<file path="src/rtl/bsg_then_ready_link_stripe_masked.sv">
`default_nettype none
// ============================================================================
// Module   : bsg_then_ready_link_stripe_masked
// Brief    : Stripes one core-side ready/valid link across num_links_p
//            physical links in strict rotation over the enabled links.
//            Reassembles received flits in the same rotation. A runtime
//            enable mask selects which links take part in the rotation.
//            Data passes straight through with no storage and no added latency.
// Revision : 1.0  initial release
// ============================================================================
module bsg_then_ready_link_stripe_masked #(
   parameter int                      width_p      = 32,
   parameter int                      num_links_p  = 2,
   parameter logic [num_links_p-1:0]  reset_mask_p = {num_links_p{1'b1}}
) (
   input  logic                             clk_i,
   input  logic                             reset_i,

   input  logic                             mask_load_i,
   input  logic [num_links_p-1:0]           mask_i,
   output logic [num_links_p-1:0]           mask_o,
   output logic                             mask_err_o,

   input  logic                             single_v_i,
   input  logic [width_p-1:0]               single_data_i,
   output logic                             single_ready_and_o,

   output logic                             single_v_o,
   output logic [width_p-1:0]               single_data_o,
   input  logic                             single_yumi_i,

   output logic [num_links_p-1:0]           links_v_o,
   output logic [num_links_p*width_p-1:0]   links_data_o,
   input  logic [num_links_p-1:0]           links_ready_and_i,

   input  logic [num_links_p-1:0]           links_v_i,
   input  logic [num_links_p*width_p-1:0]   links_data_i,
   output logic [num_links_p-1:0]           links_yumi_o
);

   localparam int c_ptr_w = (num_links_p > 1) ? $clog2(num_links_p) : 1;

   typedef logic [c_ptr_w-1:0]     ptr_t;
   typedef logic [num_links_p-1:0] mask_t;

   // Index of the lowest set bit of m (0 if m is empty).
   function automatic ptr_t f_lowest(input mask_t m);
      ptr_t  res;
      mask_t tmp;
      res = '0;
      for (int i = num_links_p - 1; i >= 0; i--) begin
         tmp = m >> i;
         if (tmp[0]) res = ptr_t'(i);
      end
      return res;
   endfunction

   // Next enabled link strictly after p, wrapping circularly. Scanning
   // offsets from farthest to nearest lets the nearest enabled link win;
   // offset num_links_p is p itself, so a lone enabled link maps to itself.
   function automatic ptr_t f_next(input mask_t m, input ptr_t p);
      ptr_t  res;
      mask_t tmp;
      int    idx;
      res = p;
      for (int k = num_links_p; k >= 1; k--) begin
         idx = int'(p) + k;
         if (idx >= num_links_p) idx = idx - num_links_p;
         tmp = m >> idx;
         if (tmp[0]) res = ptr_t'(idx);
      end
      return res;
   endfunction

   mask_t              r_mask;
   ptr_t               r_tx_ptr;
   ptr_t               r_rx_ptr;

   logic               w_tx_ready;
   logic               w_rx_v;
   logic [width_p-1:0] w_rx_data;
   logic               w_tx_accept;
   logic               w_rx_yumi;
   logic               w_load_ok;
   logic               w_load_zero;

   // Select the pointed link's ready (tx side) and valid/data (rx side).
   always_comb begin
      w_tx_ready = 1'b0;
      w_rx_v     = 1'b0;
      w_rx_data  = '0;
      for (int i = 0; i < num_links_p; i++) begin
         if (r_tx_ptr == ptr_t'(i)) begin
            w_tx_ready = links_ready_and_i[i];
         end
         if (r_rx_ptr == ptr_t'(i)) begin
            w_rx_v    = links_v_i[i];
            w_rx_data = links_data_i[i*width_p +: width_p];
         end
      end
   end

   assign w_tx_accept = single_v_i & w_tx_ready;
   assign w_rx_yumi   = single_yumi_i;
   assign w_load_ok   = mask_load_i & (mask_i != '0);
   assign w_load_zero = mask_load_i & (mask_i == '0);

   assign single_ready_and_o = w_tx_ready & ~reset_i;
   assign single_v_o         = w_rx_v & ~reset_i;
   assign single_data_o      = w_rx_data;
   assign mask_o             = r_mask;
   assign mask_err_o         = w_load_zero & ~reset_i;

   // Per-link strobes: only the pointed link ever sees valid or yumi.
   for (genvar g = 0; g < num_links_p; g++) begin : g_link
      assign links_v_o[g]    = single_v_i & (r_tx_ptr == ptr_t'(g)) & ~reset_i;
      assign links_yumi_o[g] = single_yumi_i & (r_rx_ptr == ptr_t'(g)) & ~reset_i;
      assign links_data_o[g*width_p +: width_p] = single_data_i;
   end

   // Mask register and rotation pointers; a valid mask load overrides any
   // advance in the same cycle, while the handshake itself used the old pointer.
   always_ff @(posedge clk_i or posedge reset_i) begin
      if (reset_i) begin
         r_mask   <= reset_mask_p;
         r_tx_ptr <= f_lowest(reset_mask_p);
         r_rx_ptr <= f_lowest(reset_mask_p);
      end else if (w_load_ok) begin
         r_mask   <= mask_i;
         r_tx_ptr <= f_lowest(mask_i);
         r_rx_ptr <= f_lowest(mask_i);
      end else begin
         if (w_tx_accept) r_tx_ptr <= f_next(r_mask, r_tx_ptr);
         if (w_rx_yumi)   r_rx_ptr <= f_next(r_mask, r_rx_ptr);
      end
   end

endmodule
`default_nettype wire
</file>
<file path="config.mk">
export PLATFORM = sky130hd
export DESIGN_NAME = bsg_then_ready_link_stripe_masked
export DESIGN_NICKNAME = d
export VERILOG_FILES = /design/src/rtl/bsg_then_ready_link_stripe_masked.sv
export SDC_FILE = /design/constraint.sdc
export NUM_CORES = 1
export LEC_CHECK = 0
export ABC_AREA = 0
export CORE_MARGIN = 3
export CORE_UTILIZATION = 22
export CTS_CLUSTER_DIAMETER = 150
export DETAILED_ROUTE_END_ITERATION = 10
export HOLD_SLACK_MARGIN = 0.06
export PLACE_DENSITY = 0.84
export SYNTH_ARGS = -nofsm -noshare
export SYNTH_HDL_FRONTEND = slang
export SYNTH_SLANG_ARGS = --single-unit
</file>
<file path="constraint.sdc">
create_clock -name clk_i -period 1.2 [get_ports clk_i]
set_input_delay 0.18 -clock clk_i [delete_from_list [all_inputs] [get_ports clk_i]]
set_output_delay 0.18 -clock clk_i [all_outputs]
set_load 0.01 [all_outputs]
</file>
==> impl_metrics.py <==
metrics = {
    "drt": {
        "viasPerCell": 4.11,
        "dr.pass1.iters": 2,
        "routed_wl_um": 4120,
        "drt_iter0_drc": 7,
        "drc_errors": 0,
        "postRouteAntennaNets": 0,
        "via_count": 1111,
        "routedWlPerCell_um": 15.2,
    },
    "timing": {
        "setup_ws_ps": -378,
        "period_minus_slack_ps": 1580,
        "timing_hold_violations_final": 0,
        "fin_worst_skew_ps": 0.213,
        "fin_tns_setup_ps": -11240,
        "final-setup-viol-count": 35,
        "final-max-slew-violation-count": 0,
        "fmax_ghz": 0.634,
        "layout_worst_path_cycle_share": 1.31,
        "holdWs_ps": 212,
        "rsz0062_at_grt": "true",
        "worst-slew-pin-transition_ps": 262,
        "slew_headroom": 0.825,
    },
    "worst_setup_path": {
        "cp_cell_sequence": "buf_6, buf_12, mux2_4, buf_6",
        "endpoint_kind": "primary output",
        "crit_type": "flip-flop to primary output",
        "critPathLaunchType": "flip-flop",
        "cp.buffers_inverters": 3,
        "critPathMaxStageDelay_ps": 450,
        "path_max_fanout": 6,
        "path_common_cell": "buf_6",
        "crit_arrival_ps": 1400,
        "crit_required_ps": 1020,
        "critPathSlowestCell": "dfrtp_2",
        "path_delay_family": "flip-flops",
        "r2r_setup_slack_ps": 50,
    },
    "synthesis": {
        "synth_top_area_cell": "buf_4",
        "yosys_warnings": 0,
        "synth_top_cell_area_share": 0.383,
        "synth-seq-cells": 4,
        "syn_area_per_cell_um2": 9.87,
        "ys_seq_area_frac": 0.0818,
        "netlist_area_um2": 1250,
        "ys_types": 21,
        "syn_nets": 234,
        "syn_inst": 127,
        "synthTopCellsByArea": "buf_4 (38%), mux2_4 (32%), mux2_2 (4.5%)",
    },
    "floorplan": {
        "die_w_um": 81.5,
        "row_count": 26,
        "die_h_um": 81.5,
        "die_area_um2": 6640,
        "io_pins": 212,
        "coreArea_um2": 5300,
        "start_util": 0.236,
    },
    "placed_design": {
        "place_ws_ps": -548,
        "gp_congestion": 0.765,
        "dp_hpwl_um": 3390,
        "numPortBuffers": 115,
        "place_area_um2": 2060,
        "place_inst": 257,
    },
    "finish": {
        "layout_commonest_cell": "clkdlybuf4s50_1",
        "area_growth_pct": 82.4,
        "final_area_um2": 2290,
        "diodes": 0,
        "layoutNonFillerInstCount": 270,
        "fin_nets": 308,
        "mostFrequentLayoutCells": "clkdlybuf4s50_1 (69), buf_6 (40), mux2_4 (29)",
        "drive_gt1_frac": 0.530,
    },
    "clocking": {
        "cts_buffers": 3,
        "cts_max_path_buffers": 2,
        "cts_tree": "done",
        "h-tree-depth": 1,
        "clkSinkCount": 4,
        "hold_buffers": 0,
        "cts.clk_slew.worst_paths_ps": 30,
        "cts_root_buf": "clkbuf_8",
        "clk_latency_ps": 220,
    },
    "pwr": {
        "powerDensity_nw_per_um2": 822,
        "p_leak_nw": 1.09,
        "vdd.ir_drop.worst_mv": 0.726,
    },
    "grt": {
        "grt_util_all_layers": 0.114,
        "grt_pass1_wl_um": 5800,
        "first_global_vias": 1169,
        "use_met1": 0.107,
        "grt_max_degree": 7,
        "overflow": 0,
        "grt.met3_usage": 0.0658,
        "gr-max-usage-layer": "met2",
        "gr-usage-met2": 0.205,
        "antenna_found_initial": 0,
    },
    "flow_run": {
        "maxCapViolCount": 0,
    },
    "outcome": {
        "violations": "setup timing",
        "status": "complete, but fails checks",
    },
    "worst_hold_path": {
        "hold_path.class": "input port to asynchronous set/reset pin",
    },
}
metrics by stage:
| stage | total power, W | util |
|---|---|---|
| after floorplan | 0.000953 | - |
| after global placement | 0.00134 | 0.388 |
| after detailed placement | 0.00136 | 0.388 |
| after CTS | 0.00193 | 0.434 |
| after global routing | 0.00197 | 0.431 |
| final | 0.00188 | 0.431 |
logic make-up (layout without fill, tap and decap cells):
logic type      after synthesis  after routing  share of synthesized area
mux                          34             34                      0.384
simple gates                 16             16                     0.0669
buf+inv                      69            142                      0.439
flops                         4              4                     0.0818
compound gates                4              4                     0.0279
Yosys cell counts, drive strengths merged:
master  number
a21boi       1
a21oi        1
a31o         1
and3         2
buf         68
dfrtp        2
dfstp        2
inv          1
mux2        32
mux2i        2
nand2        6
nand3        2
nand3b       1
nor2         2
nor3b        2
nor4b        1
o211a        1
cell type report:
type                       count  area, um2
multi-input combinational     54        633
tap                           70       87.6
timing repair buffer         137       1410
sequential                     4        105
fill                         517       3020
clock buffer                   4       45.0
inverter                       1       3.75
metal layers:
layer,wire length (um),vias up
met1,1280,493
li1,-,511
met4,50,0
met2,2210,96
met5,0,-
met3,582,11
path summary, 6_finish.rpt:
path	cells past startpoint	startpoint	end
setup / recovery	4	r_rx_ptr	single_data_o[17]
hold / removal	3	reset_i	r_rx_ptr
setup reg to reg	5	r_rx_ptr	r_rx_ptr
hold reg to reg	3	mask_o[1]	mask_o[1]
max in group asynchronous	3	reset_i	mask_o[1]
min in group clk_i	3	mask_i[0]	mask_o[0]
what timing repair did:
action,4_1_cts,5_1_grt
cloned,3,0
setup endpoints to repair,41,39
resized for setup,211,9
endpoints found under the hold margin,0,0
pin swaps,2,1
buffers inserted,7,1
power by group:
group,switching (W),leakage (nW),internal [W]
Combinational,0.000438,1.02,0.000945
Clock,0.0000809,0.0228,0.000228
Sequential,0.0000269,0.0425,0.000162
flip-flops by register name, summed over array words and instances, names as in the netlist:
| name | flops |
|---|---|
| mask_o | 2 |
| r_rx_ptr | 1 |
| r_tx_ptr | 1 |
worst reg2reg max path, delay by kind of cell (launching register included):
| family | cells | cell delay (ps) |
|---|---|---|
| AOI/OAI and AO/OA | 3 | 300 |
| DFF | 1 | 450 |
| buffers and inverters | 2 | 280 |
No activity file was read; power rests on OpenSTA's default activity.
